File: src/rtl/avalon_cpt_logger.sv
// Sample logger: valid-only sample stream -> small FIFO -> Avalon-MM master writes into counter RAM.
// Optional LOGGER_TIMESTAMP_EN macro replaces the upper sample half with a free-running cycle stamp.
//
// state | meaning
// IDLE  | armed by START, no samples accepted, master quiet
// RUN   | samples pushed into FIFO, FIFO drained to RAM
// DRAIN | no more samples; FIFO emptied to RAM, then DONE

module avalon_cpt_logger #(
   parameter int FIFO_DEPTH = 4,
   parameter int RAM_WORDS  = 5120
) (
   input  logic        clk,
   input  logic        reset_n,
   input  logic [31:0] sample_data,
   input  logic        sample_valid,
   input  logic [1:0]  s_address,
   input  logic        s_chipselect,
   input  logic        s_read,
   input  logic        s_write,
   input  logic [31:0] s_writedata,
   output logic [31:0] s_readdata,
   output logic [14:0] m_address,
   output logic [3:0]  m_byteenable,
   output logic        m_write,
   output logic [31:0] m_writedata,
   input  logic        m_waitrequest,
   output logic        irq
);

   localparam int PW = $clog2(FIFO_DEPTH);
   localparam int CW = PW + 1;
   localparam logic [12:0] RAM_W13 = 13'(RAM_WORDS);
   localparam logic [13:0] RAM_W14 = 14'(RAM_WORDS);

   typedef enum logic [1:0] {IDLE, RUN, DRAIN} state_t;

   state_t      state;
   logic [12:0] base_q, length_q, base_run, len_run;
   logic        wrap_q, irq_en;
   logic [12:0] index, acc_cnt, wcount;
   logic        done, ovf;

   logic [31:0]   fifo_mem [FIFO_DEPTH];
   logic [PW-1:0] wr_ptr, rd_ptr;
   logic [CW-1:0] fifo_cnt, fifo_cnt_next;
   logic          fifo_empty, fifo_full;

   logic        busy, pop, push, drop;
   logic        reg_wr, ctrl_wr, status_wr, start_req, stop_req;
   logic [12:0] base_mod, len_eff;
   logic [13:0] word_sum, word;
   logic [31:0] push_word, rd_mux;
   logic        unused_bits;

   assign busy       = (state != IDLE);
   assign fifo_empty = (fifo_cnt == '0);
   assign fifo_full  = (fifo_cnt == CW'(FIFO_DEPTH));

   assign m_write      = busy && !fifo_empty;
   assign m_writedata  = fifo_mem[rd_ptr];
   assign m_byteenable = 4'hF;
   assign irq          = done && irq_en;

   // A full FIFO still accepts a sample when a word leaves in the same cycle.
   assign pop  = m_write && !m_waitrequest;
   assign push = (state == RUN) && sample_valid && (!fifo_full || pop);
   assign drop = (state == RUN) && sample_valid && fifo_full && !pop;
   assign fifo_cnt_next = fifo_cnt + CW'(push) - CW'(pop);

   assign reg_wr    = s_chipselect && s_write;
   assign ctrl_wr   = reg_wr && (s_address == 2'd0);
   assign status_wr = reg_wr && (s_address == 2'd3);
   assign start_req = ctrl_wr && s_writedata[0] && !s_writedata[1] && (state == IDLE);
   assign stop_req  = ctrl_wr && s_writedata[1];

   assign base_mod = (base_q >= RAM_W13) ? base_q - RAM_W13 : base_q;
   assign len_eff  = ((length_q == '0) || (length_q > RAM_W13)) ? RAM_W13 : length_q;
   assign word_sum = {1'b0, base_run} + {1'b0, index};
   assign word     = (word_sum >= RAM_W14) ? word_sum - RAM_W14 : word_sum;
   assign m_address = {word[12:0], 2'b00};

`ifdef LOGGER_TIMESTAMP_EN
   logic [15:0] ts;

   always_ff @(posedge clk or negedge reset_n) begin
      if (!reset_n) ts <= '0;
      else          ts <= ts + 16'd1;
   end

   assign push_word   = {ts, sample_data[15:0]};
   assign unused_bits = ^{s_writedata[31:13], word[13], sample_data[31:16]};
`else
   assign push_word   = sample_data;
   assign unused_bits = ^{s_writedata[31:13], word[13]};
`endif

   always_ff @(posedge clk or negedge reset_n) begin
      if (!reset_n) begin
         wr_ptr   <= '0;
         rd_ptr   <= '0;
         fifo_cnt <= '0;
         for (int i = 0; i < FIFO_DEPTH; i++) fifo_mem[i] <= '0;
      end else begin
         if (push) begin
            fifo_mem[wr_ptr] <= push_word;
            wr_ptr <= PW'(wr_ptr + 1'b1);
         end
         if (pop) rd_ptr <= PW'(rd_ptr + 1'b1);
         fifo_cnt <= fifo_cnt_next;
      end
   end

   always_ff @(posedge clk or negedge reset_n) begin
      if (!reset_n) begin
         state    <= IDLE;
         base_run <= '0;
         len_run  <= '0;
         index    <= '0;
         acc_cnt  <= '0;
         wcount   <= '0;
         done     <= 1'b0;
         ovf      <= 1'b0;
      end else begin
         if (status_wr) begin
            done <= 1'b0;
            ovf  <= 1'b0;
         end
         if (pop) begin
            index <= (index == len_run - 13'd1) ? '0 : index + 13'd1;
            if (wcount != '1) wcount <= wcount + 13'd1;
         end
         case (state)
            IDLE: if (start_req) begin
               state    <= RUN;
               index    <= '0;
               acc_cnt  <= '0;
               wcount   <= '0;
               done     <= 1'b0;
               ovf      <= 1'b0;
               base_run <= base_mod;
               len_run  <= len_eff;
            end
            RUN: begin
               if (push) acc_cnt <= acc_cnt + 13'd1;
               if (drop) ovf <= 1'b1;
               if (stop_req || (push && !wrap_q && (acc_cnt + 13'd1 == len_run)))
                  state <= DRAIN;
            end
            DRAIN: if (fifo_cnt_next == '0) begin
               state <= IDLE;
               done  <= 1'b1;
            end
            default: state <= IDLE;
         endcase
      end
   end

   always_comb begin
      rd_mux = '0;
      case (s_address)
         2'd0:    rd_mux = {28'b0, irq_en, wrap_q, 2'b00};
         2'd1:    rd_mux = {19'b0, base_q};
         2'd2:    rd_mux = {19'b0, length_q};
         default: rd_mux = {3'b0, wcount, 13'b0, ovf, done, busy};
      endcase
   end

   always_ff @(posedge clk or negedge reset_n) begin
      if (!reset_n) begin
         base_q     <= '0;
         length_q   <= '0;
         wrap_q     <= 1'b0;
         irq_en     <= 1'b0;
         s_readdata <= '0;
      end else begin
         if (reg_wr) begin
            case (s_address)
               2'd0: begin
                  wrap_q <= s_writedata[2];
                  irq_en <= s_writedata[3];
               end
               2'd1:    base_q   <= s_writedata[12:0];
               2'd2:    length_q <= s_writedata[12:0];
               default: ;
            endcase
         end
         if (s_chipselect && s_read) s_readdata <= rd_mux;
      end
   end

endmodule
File: config.mk
export PLATFORM = sky130hd
export DESIGN_NAME = avalon_cpt_logger
export DESIGN_NICKNAME = d
export VERILOG_FILES = /design/src/rtl/avalon_cpt_logger.sv
export SDC_FILE = /design/constraint.sdc
export NUM_CORES = 1
export LEC_CHECK = 0
export CAP_MARGIN = 15
export CORE_AREA = 2 2 211 213
export DETAILED_ROUTE_END_ITERATION = 16
export DIE_AREA = 0 0 213 215
export GPL_TIMING_DRIVEN = 0
export HOLD_SLACK_MARGIN = 0.12
export SLEW_MARGIN = 15
export SYNTH_ARGS = -nofsm -noshare
export SYNTH_HDL_FRONTEND = slang
export SYNTH_SLANG_ARGS = --single-unit
export TNS_END_PERCENT = 10
File: constraint.sdc
create_clock -name clk -period 8.7 [get_ports clk]
set_input_delay 0.87 -clock clk [delete_from_list [all_inputs] [get_ports clk]]
set_output_delay 0.87 -clock clk [all_outputs]
set_load 0.01 [all_outputs]
# Word level (Yosys, flattened, before mapping)
# Index checks and enable logic that the tools add are counted.
# op_classes
n_eq_ne	13
bitwise	2
muxes	33
reduce_logical	40
order_cmp	6
n_addsub	11
# ops
op	count
13-bit two-way mux	13
128-bit bitwise mux	1
32-bit two-way mux	3
29-bit one-hot mux with 3 select lines	1
32-bit binary-select mux with 2-bit select	1
32-bit demux with 2-bit select	1
13-bit by 1-bit adder with 13-bit output (second input constant)	3
13-bit == test	2
13-bit one-hot mux with 2 select lines	1
13-bit subtractor (second input constant)	2
1-bit logical AND	18
13-bit by 13-bit adder with 14-bit output	1
14-bit by 13-bit greater-or-equal comparator with 1-bit output (second input constant)	1
13-bit greater-or-equal comparator (second input constant)	1
13-bit > comparator (second input constant)	1
13-bit zero test	1
13-bit != test (second input constant)	1
13-bit by 1-bit subtractor with 13-bit output (second input constant)	1
2-bit AND reduction	4
2-bit == test (second input constant)	3
3-bit greater-or-equal comparator (second input constant)	2
1-bit zero test	6
3-bit zero test	2
1-bit two-way mux	6
16 further kinds	29
# totals
out_inout_bits	85
reg_bits	264
word_cells	125
inputBits	73

# Depth between registers and ports, before layout
# Gate-level depths: netlist of run 1.
# depth
depth_word	11
ltp_mapped	14
ltp_nobuf	14

# Worst setup path before layout of run 1
# OpenSTA, ideal clock, no wires.
# synth_timing
path_type	reg2out
start	register index[0]
end	output m_address[13]
stages_incl_launch_ff	15
t_required_ps	7830
path_buffers	0
arrival_time_ps	3537
slack_ps	4293
path_cell_list	dfrtp_1 > ha_1 > fa_1 > a211oi_2 > or4_4 > a211o_1 > nand3b_1 > a21oi_1 > xnor2_1 > ha_1 > nand2_1 > or4_1 > o41a_1 > o21ai_2 > mux2i_1
# synth_between
elab_chain_cells	3
word_cells_on_any_way	4
cone_classes	add/sub: 2; order compare: 1; mux: 1
# synth_lines
item	line	source
start, declared	41	logic [12:0] index, acc_cnt, wcount;
start signal, assigned	130	index <= (index == len_run - 13'd1) ? '0 : index + 13'd1;
13-bit by 13-bit adder with 14-bit output *	79	assign word_sum = {1'b0, base_run} + {1'b0, index};
13-bit subtractor or 14-bit by 13-bit greater-or-equal comparator with 1-bit output (tied branches)	80	assign word = (word_sum >= RAM_W14) ? word_sum - RAM_W14 : word_sum;
13-bit two-way mux *	80	
end, declared	23	output logic [14:0] m_address,
# Mark *: on every way between the ends. The rest lies on a longest branch, timed or not.

# Worst setup path after layout of run 1
# layout_timing
start	register index[4]
end	output m_address[13]
# The elaborated chain is that of the path after synthesis.

==> results.py, run 1 <==
metrics = {
    "clocking": {
        "h-tree-depth": 1,
        "cts_resized": 0,
        "cts_hold_buffers": 0,
        "cts_tree": "built",
        "clock_tree.root_cell": "clkbuf_16",
        "numClockSinks": 258,
        "clk_latency_ns": 0.55,
        "clk_pin_slew_worst_paths_ns": 0.07,
        "post_cts_buffers": 0,
        "cts_buffer_depth": 3,
        "cts_buffers": 28,
    },
    "power_and_ir_drop": {
        "ir_drop_v": 0.0001580,
        "powerDensity_mw_per_mm2": 305.1,
        "leakagePower_nw": 6.845,
        "power_mw": 4.854,
    },
    "cells_and_area": {
        "final_area_mm2": 0.01591,
        "multiInputGateArea_mm2": 0.006075,
        "largest_register_ffs": 128,
        "antenna_cells": 0,
        "layout.area.seq_mm2": 0.006456,
        "fill_cells": 4234,
        "layout_common_cells": "dfrtp_1, mux2_2, clkdlybuf4s50_1, nand2_1, o21ai_0",
        "top_register": "fifo_mem",
        "utilization": 0.3645,
        "finalNetCount": 1354,
        "top_regs": "fifo_mem: 128 flops, s_readdata: 26 flops",
        "drive_gt1_frac": 0.2178,
        "syn_to_final_growth_pct": 23.22,
        "mostFrequentLayoutCell": "dfrtp_1",
        "final_cells": 1864,
    },
    "critical_path": {
        "crit_chain": "ha_1 > and3_2 > a221oi_1 > o22ai_1 > a21o_1 > a21oi_1 > xor2_1 > ha_1 > nand2_1 > or4_1 > o41a_1 > o21ai_2 > mux2i_1 > clkdlybuf4s50_1",
        "cp.arrival_ns": 5.01,
        "critPathSlowestCell": "clkdlybuf4s50_1",
        "cp_num_buf_inv": 1,
        "cp.required_ns": 7.83,
        "crit_fanout": 7,
        "path_common_cell": "ha_1",
        "critical_path_class": "flop to output port",
        "cp-start-kind": "flop",
        "slowest_delay_ns": 0.55,
        "critPathTopFamily": "compound AO/OA/AOI/OAI gates",
        "worstSetupEndpointType": "output port",
    },
    "timing": {
        "fin_skew_ns": 0.009577,
        "fmaxAchievable_ghz": 0.1702,
        "rsz0062_at_grt": "false",
        "tns_ns": 0,
        "slew-limit-headroom": 0.3204,
        "setup_viol": 0,
        "slew_viol_final": 0,
        "timing.final.ws_setup_ns": 2.825,
        "hold_violations": 0,
        "finalCritPeriodShare": 0.6753,
        "layout_min_cycle_time_ns": 5.875,
        "tightest_slew_ns": 1.015,
        "holdWs_ns": 0.3056,
    },
    "yosys": {
        "netlist_instances": 1086,
        "synth_cell_types": 78,
        "ys_ff_latch": 258,
        "synth_flop_cell": "dfrtp_1",
        "ys_seq_area_frac": 0.5001,
        "syn_area_per_cell_um2": 11.89,
        "async_flop_share": 1.000,
        "yosys_warnings": 0,
        "synthesis.area_mm2": 0.01291,
        "synth_edf_count": 0,
    },
    "routing": {
        "wl_per_cell_um": 16.60,
        "dr.first_iter.drc_count": 572,
        "wl_um": 30940,
        "drtPass1Iterations": 5,
        "num_vias": 8964,
        "drtAntennaViolNets": 0,
        "drc": 0,
        "viasPerCell": 4.809,
    },
    "placed_design": {
        "io_buffers": 124,
        "place_area_mm2": 0.01499,
        "dp_hpwl_um": 21730,
        "dp.cells": 1814,
        "pre_cts_ws_ns": 3.398,
        "gp_congestion": 0.7795,
    },
    "floorplanning": {
        "dieHeight_um": 215,
        "initial_core_util": 0.2958,
        "num_rows": 77,
        "core_region_area_mm2": 0.04364,
        "die_width_um": 213,
        "num_io_pins": 158,
        "dieArea_mm2": 0.04580,
    },
    "grt": {
        "grt_overflow": 0,
        "grt_antenna_before_repair": 1,
        "track_usage": 0.1351,
        "grt_pass1_vias": 9116,
        "grt_pass1_wl_um": 50050,
        "grt_max_degree": 99,
    },
    "outcome": {
        "status": "finished, final reports clean",
    },
    "run": {
        "cap_violations": 0,
    },
    "hold_path": {
        "hp-class": "input pin to asynchronous set/reset pin",
    },
}
area by class of cell:
class	count	share of cell area
plain buffers	69	0.02029
clock buffers	38	0.04963
clock inverters	12	0.008101
inverters	25	0.005899
multi-input cells	744	0.3819
flip-flops and latches	258	0.4059
well taps	592	0.04656
repair buffers	126	0.08180
layer usage:
layer	routed length, µm	part of all wire	up-vias	global-route usage
li1	-	-	4271	-
met1	14210	0.46	4493	0.1876
met2	14710	0.48	166	0.2195
met3	1548	0.050	32	0.02791
met4	459	0.015	2	0.02331
met5	17	0.00055	-	0
cells in the mapped netlist, types with 3 or more instances:
cell type / n / area, µm²
a22o_1: 23 / 201.4
mux2_2: 158 / 1779
a21oi_1: 28 / 140.1
nand4b_1: 3 / 26.28
nand3b_1: 8 / 60.06
and3_1: 4 / 25.02
ha_1: 27 / 337.8
a31o_2: 3 / 26.28
o21ai_0: 57 / 285.3
nor4_1: 7 / 43.79
clkbuf_1: 34 / 127.6
a21o_1: 7 / 52.55
nor2b_1: 10 / 62.56
and2_1: 5 / 31.28
a211o_1: 3 / 26.28
xnor2_1: 31 / 271.5
inv_1: 22 / 82.58
xor2_1: 24 / 210.2
nand2_1: 100 / 375.4
nor2_1: 50 / 187.7
o31ai_1: 6 / 45.04
a22oi_1: 12 / 90.09
or3_1: 8 / 50.05
buf_4: 12 / 90.09
nand2b_1: 6 / 37.54
nand4_1: 10 / 62.56
a31oi_1: 7 / 43.79
nor3_1: 16 / 80.08
mux4_2: 32 / 720.7
nor3b_1: 3 / 22.52
and4_1: 3 / 26.28
buf_2: 3 / 15.01
nand3_1: 26 / 130.1
mux2i_1: 9 / 90.09
buf_1: 18 / 67.56
dfrtp_1: 258 / 6456
power by group:
part | switching, mW | leakage [nW] | internal [mW]
sequential | 0.240 | 3.32 | 1.58
combinational | 0.810 | 3.09 | 1.04
clock | 0.491 | 0.443 | 0.696
worst reg2reg max path, cell delays in order (launching register included):
cell,delay [ns]
dfrtp_1,0.32
clkbuf_1,0.32
nand3b_1,0.16
a31oi_1,0.77
clkinv_1,0.57
clkbuf_1,0.37
ha_1,0.36
inv_1,0.04
ha_1,0.18
fa_1,0.39
xnor2_1,0.18
nor3_1,0.15
nor2_1,0.06
a22o_1,0.23
kinds of logic (layout without fill, tap and decap cells):
logic type / after synthesis / after routing / share of synthesized area
compound gates: 175 / 175 / 0.09430
xor+xnor: 55 / 55 / 0.03731
fa+ha+maj: 29 / 29 / 0.02927
buf+inv: 94 / 270 / 0.03227
flops: 258 / 258 / 0.5001
mux: 199 / 199 / 0.2006
other cells: 2 / 12 / 0.0005817
simple gates: 274 / 274 / 0.1055
path summary, 6_finish.rpt:
kind,to,depth (start not counted),slack [ns],from
max,m_address[13],14,2.82,index[4]
min reg2reg,base_run[5],2,0.49,base_run[5]
min in group clk,base_run[5],2,0.49,base_run[5]
max reg2reg,state[1],13,4.48,state[0]
max in group asynchronous,fifo_mem[119],2,7.45,reset_n
min,fifo_mem[73],1,0.31,reset_n
No activity file was read; power rests on OpenSTA's default activity.
==> run 2, diff against run 1 <==
clock period = 5.09 ns   (was 8.7 ns; I/O delays follow)
==> run 2 against run 1 <==
Die area is the same. Clock-buffer cell count is the same. Critical endpoint unchanged. Clock skew shrank 0.0011 ns. Critical path depth grew 1. First-iteration DRC count shrank 1.4%. Cell area grew 0.56%. Clock power grew 71%. Wire length grew 0.31%. Global-route usage is essentially flat. Worst setup slack lost 2.7 ns. Sequential power grew 71%. Cell count grew 0.27%. Largest cell class unchanged.
==> results.py, run 2 (synthesis results as in run 1) <==
metrics = {
    "cells_and_area": {
        "top_regs": "fifo_mem: 128 flops, s_readdata: 26 flops",
        "top_register": "fifo_mem",
        "final_area_mm2": 0.01600,
        "largest_register_ffs": 128,
        "antenna_cells": 0,
        "drive_gt1_frac": 0.2279,
        "layout_common_cells": "dfrtp_1, mux2_2, clkdlybuf4s50_1, nand2_1, o21ai_0",
        "utilization": 0.3665,
        "finalNetCount": 1359,
        "mostFrequentLayoutCell": "dfrtp_1",
        "syn_to_final_growth_pct": 23.91,
    },
    "power_and_ir_drop": {
        "p_sw_frac": 0.3178,
        "p_clk_frac": 0.243,
        "ir_drop_v": 0.0002698,
        "p_sw_mw": 2.653,
        "power.internal_mw": 5.695,
        "seq_power_share": 0.372,
        "powerDensity_mw_per_mm2": 521.8,
        "p_comb_frac": 0.385,
        "leakagePower_nw": 6.875,
    },
    "floorplanning": {
        "initial_core_util": 0.2958,
        "num_io_pins": 158,
        "num_rows": 77,
        "dieArea_mm2": 0.04580,
        "dieHeight_um": 215,
        "die_width_um": 213,
        "core_region_area_mm2": 0.04364,
    },
    "timing": {
        "slew_viol_final": 0,
        "finalCritPeriodShare": 0.9687,
        "tightest_slew_ns": 1.023,
        "layout_min_cycle_time_ns": 4.931,
        "fmaxAchievable_ghz": 0.2028,
        "setup_viol": 0,
        "slew-limit-headroom": 0.3148,
        "rsz0062_at_grt": "true",
        "fin_skew_ns": 0.008518,
        "hold_violations": 0,
    },
    "critical_path": {
        "slowest_delay_ns": 0.52,
        "crit_fanout": 10,
        "rr_worst_depth": 13,
        "critPathSlowestCell": "or4_4",
        "worstSetupEndpointType": "output port",
        "timing.rr.start": "state[0]",
        "cp.required_ns": 4.58,
        "reg2reg_to": "state[1]",
        "critical_path_class": "flop to output port",
        "path_common_cell": "ha_1",
        "rrSetupSlack_ns": 0.84,
        "cp.arrival_ns": 4.42,
        "cp-start-kind": "flop",
        "crit_chain": "ha_1 > buf_6 > inv_1 > or4_4 > a211o_1 > nand3b_1 > a21oi_1 > xnor2_2 > ha_1 > nand2_1 > or4_1 > o41a_1 > o21ai_2 > mux2i_1 > dlygate4sd2_1",
    },
    "routing": {
        "num_vias": 8980,
        "wl_um": 31040,
        "viasPerCell": 4.805,
        "drtAntennaViolNets": 0,
        "wl_per_cell_um": 16.61,
        "drtPass1Iterations": 5,
        "drc": 0,
        "dr.first_iter.drc_count": 564,
    },
    "clocking": {
        "clk_pin_slew_worst_paths_ns": 0.06,
        "numClockSinks": 258,
        "h-tree-depth": 1,
        "clock_tree.root_cell": "clkbuf_16",
        "clk_latency_ns": 0.55,
        "cts_tree": "built",
        "cts_buffers": 28,
        "cts_buffer_depth": 3,
    },
    "outcome": {
        "status": "finished, final reports clean",
    },
    "grt": {
        "track_usage": 0.1355,
        "grt_pass1_vias": 9141,
        "grt_max_degree": 99,
        "grt_pass1_wl_um": 50230,
        "grt_antenna_before_repair": 1,
        "grt_overflow": 0,
    },
    "placed_design": {
        "dp_hpwl_um": 21730,
        "gp_congestion": 0.7795,
        "io_buffers": 124,
        "place_area_mm2": 0.01499,
    },
    "hold_path": {
        "min_to": "s_readdata[2]",
        "hp-class": "input pin to flop",
        "holdPathStages": 4,
        "hp-start": "s_address[1]",
    },
    "run": {
        "cap_violations": 0,
    },
}
[run 2: changes by cell type in the layout (fill, tap and decap cells not counted), moves of 2 or more]
cell             change
dfrtp_2              +4
clkdlybuf4s50_1      -2
ha_1                 -2
dfrtp_1              -4
buf_4                +4
[run 2: power by group through the flow]
stage          logic [mW]  clock network [mW]  registers (mW)
5_1_grt              3.52                2.18            3.19
3_5_place_dp         3.20                   0            3.14
6_report             3.21                2.03            3.11
3_3_place_gp         3.14                   0            3.12
4_1_cts              3.27                2.10            3.11
2_1_floorplan        2.09                   0            3.01
[run 2: critical path: cells and delay by family (launching register included)]
| family | cells | cell delay (ns) |
|---|---|---|
| adders and majority gates | 2 | 0.51 |
| and+or+nand+nor | 4 | 1.08 |
| buffers and inverters | 3 | 0.45 |
| muxes | 1 | 0.19 |
| xor gates and xnor gates | 1 | 0.19 |
| DFF | 1 | 0.46 |
| AOI/OAI and AO/OA | 4 | 1.00 |
[run 2: metal layers]
metal  part of all wire  global-route usage  vias up  routed length [µm]
li1                   -                   -     4273                   -
met1               0.46              0.1883     4504               14340
met2               0.47              0.2201      167               14690
met3              0.049             0.02806       34                1531
met4              0.015             0.02331        2                 466
met5            0.00048                   0        -                  15
[run 2: layout make-up]
class	count	area, µm²
clock buffers	38	789.5
plain buffers	69	322.8
fillers	4225	27650
inverters	25	93.84
repair buffers	131	1340
multi-input cells	744	6120
flip-flops and latches	258	6461
clock inverters	12	128.9
well taps	592	740.7
[run 2: through the flow]
stage               instances  worst slack (ns)  setup TNS (ns)  hold slack, ns  power, mW
floorplan                1096             1.044               0          0.2134      5.094
global placement         1812            -7.695        -1974.88          0.4781      6.251
detailed placement       1814            0.1489               0          0.4787      6.347
CTS                      1869            0.1172               0          0.4440      8.470
global route             1869          -0.01056        -0.01056          0.5085      8.880
finish                   1869            0.1592               0          0.4563      8.348
[run 2: worst max path at each step]
stage                   from            end  slack (ns)  depth (start not counted)
finish              index[5]  m_address[13]        0.16                         15
global route        index[5]  m_address[13]       -0.01                         15
CTS                 index[5]  m_address[13]        0.12                         15
detailed placement  index[4]  m_address[13]        0.15                         14
global placement     reset_n   base_run[10]       -7.69                          1
floorplan           index[0]  m_address[13]        1.04                         14
[run 2: repair_timing]
item	CTS	global route
gates resized for setup	10	5
endpoints found under the setup margin	2	2
hold endpoints to repair	83	0
hold buffers	1	0
setup buffers	4	0
pin swaps	3	2
==> run 3, diff against run 2 <==
ABC_AREA = 0   (was default)
MAX_ROUTING_LAYER = met4   (was default)
==> run 3 against run 2 <==
Critical path depth did not move. Clock-buffer cell count unchanged. Wire length is essentially flat. Largest cell class unchanged. Critical path type unchanged. Highest routed layer is now met4.
==> results.py, run 3 (synthesis results as in run 1) <==
metrics = {
    "floorplanning": {
        "die_width_um": 213,
        "dieHeight_um": 215,
        "initial_core_util": 0.2958,
        "num_io_pins": 158,
        "core_region_area_mm2": 0.04364,
        "num_rows": 77,
        "dieArea_mm2": 0.04580,
    },
    "critical_path": {
        "cp.arrival_ns": 4.42,
        "worstSetupEndpointType": "output port",
        "rrSetupSlack_ns": 0.81,
        "critPathSlowestCell": "or4_4",
        "cp-start-kind": "flop",
        "rr_worst_depth": 13,
        "crit_chain": "ha_1 > buf_6 > inv_1 > or4_4 > a211o_1 > nand3b_1 > a21oi_1 > xnor2_2 > ha_1 > nand2_1 > or4_1 > o41a_1 > o21ai_2 > mux2i_1 > dlygate4sd2_1",
        "path_common_cell": "ha_1",
        "cp.required_ns": 4.58,
        "startpoint": "index[5]",
        "critical_path_class": "flop to output port",
        "timing.rr.start": "state[0]",
        "slowest_delay_ns": 0.52,
        "reg2reg_to": "state[1]",
        "crit_end": "m_address[13]",
        "crit_fanout": 10,
    },
    "cells_and_area": {
        "drive_gt1_frac": 0.2279,
        "finalNetCount": 1359,
        "syn_to_final_growth_pct": 23.93,
        "utilization": 0.3666,
        "top_register": "fifo_mem",
        "layout.area.seq_mm2": 0.006461,
        "top_regs": "fifo_mem: 128 flops, s_readdata: 26 flops",
        "mostFrequentLayoutCell": "dfrtp_1",
        "final_cells": 1870,
        "largest_register_ffs": 128,
        "final_area_mm2": 0.01600,
        "layout_common_cells": "dfrtp_1, mux2_2, clkdlybuf4s50_1, nand2_1, o21ai_0",
        "fill_cells": 4226,
        "multiInputGateArea_mm2": 0.006120,
    },
    "routing": {
        "dr.first_iter.drc_count": 580,
        "num_vias": 8974,
        "wl_per_cell_um": 16.61,
        "viasPerCell": 4.799,
        "wl_um": 31050,
        "drtPass1Iterations": 5,
        "drtAntennaViolNets": 0,
        "drc": 0,
    },
    "timing": {
        "timing.final.ws_setup_ns": 0.1647,
        "fmaxAchievable_ghz": 0.2030,
        "slew-limit-headroom": 0.3062,
        "hold_violations": 0,
        "rsz0062_at_grt": "true",
        "setup_viol": 0,
        "tightest_slew_ns": 1.036,
        "fin_skew_ns": 0.008364,
        "slew_viol_final": 0,
        "finalCritPeriodShare": 0.9676,
        "layout_min_cycle_time_ns": 4.925,
    },
    "grt": {
        "grt_antenna_before_repair": 1,
        "track_usage": 0.1395,
        "grt_pass1_vias": 9157,
        "grt_pass1_wl_um": 50190,
        "grt_overflow": 0,
        "grt_max_degree": 99,
    },
    "clocking": {
        "numClockSinks": 258,
        "cts_buffers": 28,
        "clock_tree.root_cell": "clkbuf_16",
        "h-tree-depth": 1,
        "clk_pin_slew_worst_paths_ns": 0.06,
        "cts_tree": "built",
        "cts_buffer_depth": 3,
        "clk_latency_ns": 0.54,
    },
    "run": {
        "cap_violations": 0,
    },
    "placed_design": {
        "dp_hpwl_um": 21730,
        "io_buffers": 124,
        "gp_congestion": 0.7902,
        "pre_cts_ws_ns": 0.1489,
        "dp.cells": 1814,
        "place_area_mm2": 0.01499,
    },
    "power_and_ir_drop": {
        "p_sw_mw": 2.651,
        "p_clk_frac": 0.243,
        "ir_drop_v": 0.0002703,
        "p_sw_frac": 0.3177,
        "leakagePower_nw": 6.875,
        "seq_power_share": 0.372,
        "power_mw": 8.347,
        "powerDensity_mw_per_mm2": 521.7,
        "p_comb_frac": 0.385,
        "power.internal_mw": 5.695,
    },
    "hold_path": {
        "hp-class": "input pin to flop",
    },
    "outcome": {
        "status": "finished, final reports clean",
    },
}
==> run 3: cell types whose count changed in the layout (fill, tap and decap cells not counted), sizes merged <==
cell and change:
diode +1
==> run 3: final cells by class <==
type	count	area share
diodes	1	0.0001564
well taps	592	0.04630
multi-input cells	744	0.3825
inverters	25	0.005865
repair buffers	131	0.08376
plain buffers	69	0.02018
flip-flops and latches	258	0.4038
clock buffers	38	0.04935
clock inverters	12	0.008055
==> run 3: repair_timing <==
item / 4_1_cts / 5_1_grt
resized for setup: 10 / 5
pin swaps: 3 / 2
hold buffers: 1 / 0
cloned: 0 / 0
hold endpoints to repair: 83 / 0
setup buffers: 4 / 0
endpoints found under the setup margin: 2 / 2
==> run 3: power by group through the flow <==
stage	logic (mW)	registers (mW)	clock network [mW]
global route	3.52	3.19	2.18
finish	3.21	3.11	2.03
detailed placement	3.20	3.14	0
floorplan	2.09	3.01	0
global placement	3.14	3.12	0
CTS	3.27	3.11	2.10
==> run 3: worst min path at each step <==
stage / start / endpoint / slack, ns / depth (start not counted)
floorplan: reset_n / acc_cnt[0] / 0.21 / 0
global placement: base_run[12] / base_run[12] / 0.48 / 2
detailed placement: s_readdata[4] / s_readdata[4] / 0.48 / 2
CTS: s_address[1] / s_readdata[2] / 0.44 / 4
global route: fifo_mem[24] / fifo_mem[24] / 0.51 / 1
finish: s_address[1] / s_readdata[2] / 0.46 / 4
==> run 3: per-stage QoR <==
step / TNS [ns] / hold WS, ns
after detailed placement: 0 / 0.4787
after floorplan: 0 / 0.2134
after global placement: -1974.88 / 0.4781
final: 0 / 0.4575
after CTS: 0 / 0.4440
after global routing: -0.01056 / 0.5085
==> run 3: per-layer routing <==
| metal | part of all wire | GRT usage | wire length [µm] | vias up |
|---|---|---|---|---|
| li1 | - | - | - | 4277 |
| met1 | 0.46 | 0.1891 | 14380 | 4491 |
| met2 | 0.47 | 0.2201 | 14730 | 175 |
| met3 | 0.048 | 0.02645 | 1485 | 31 |
| met4 | 0.015 | 0.02331 | 460 | 0 |
| met5 | 0 | - | 0 | - |
==> run 3: worst max-delay path: cells and delay by family (launching register included) <==
family	cells	cell delay (ns)
XOR/XNOR	1	0.19
multiplexers	1	0.19
buffers and inverters	3	0.46
flip-flops	1	0.46
AO/OA/AOI/OAI	4	1.00
AND/OR/NAND/NOR	4	1.08
adder cells (fa/ha/maj)	2	0.51
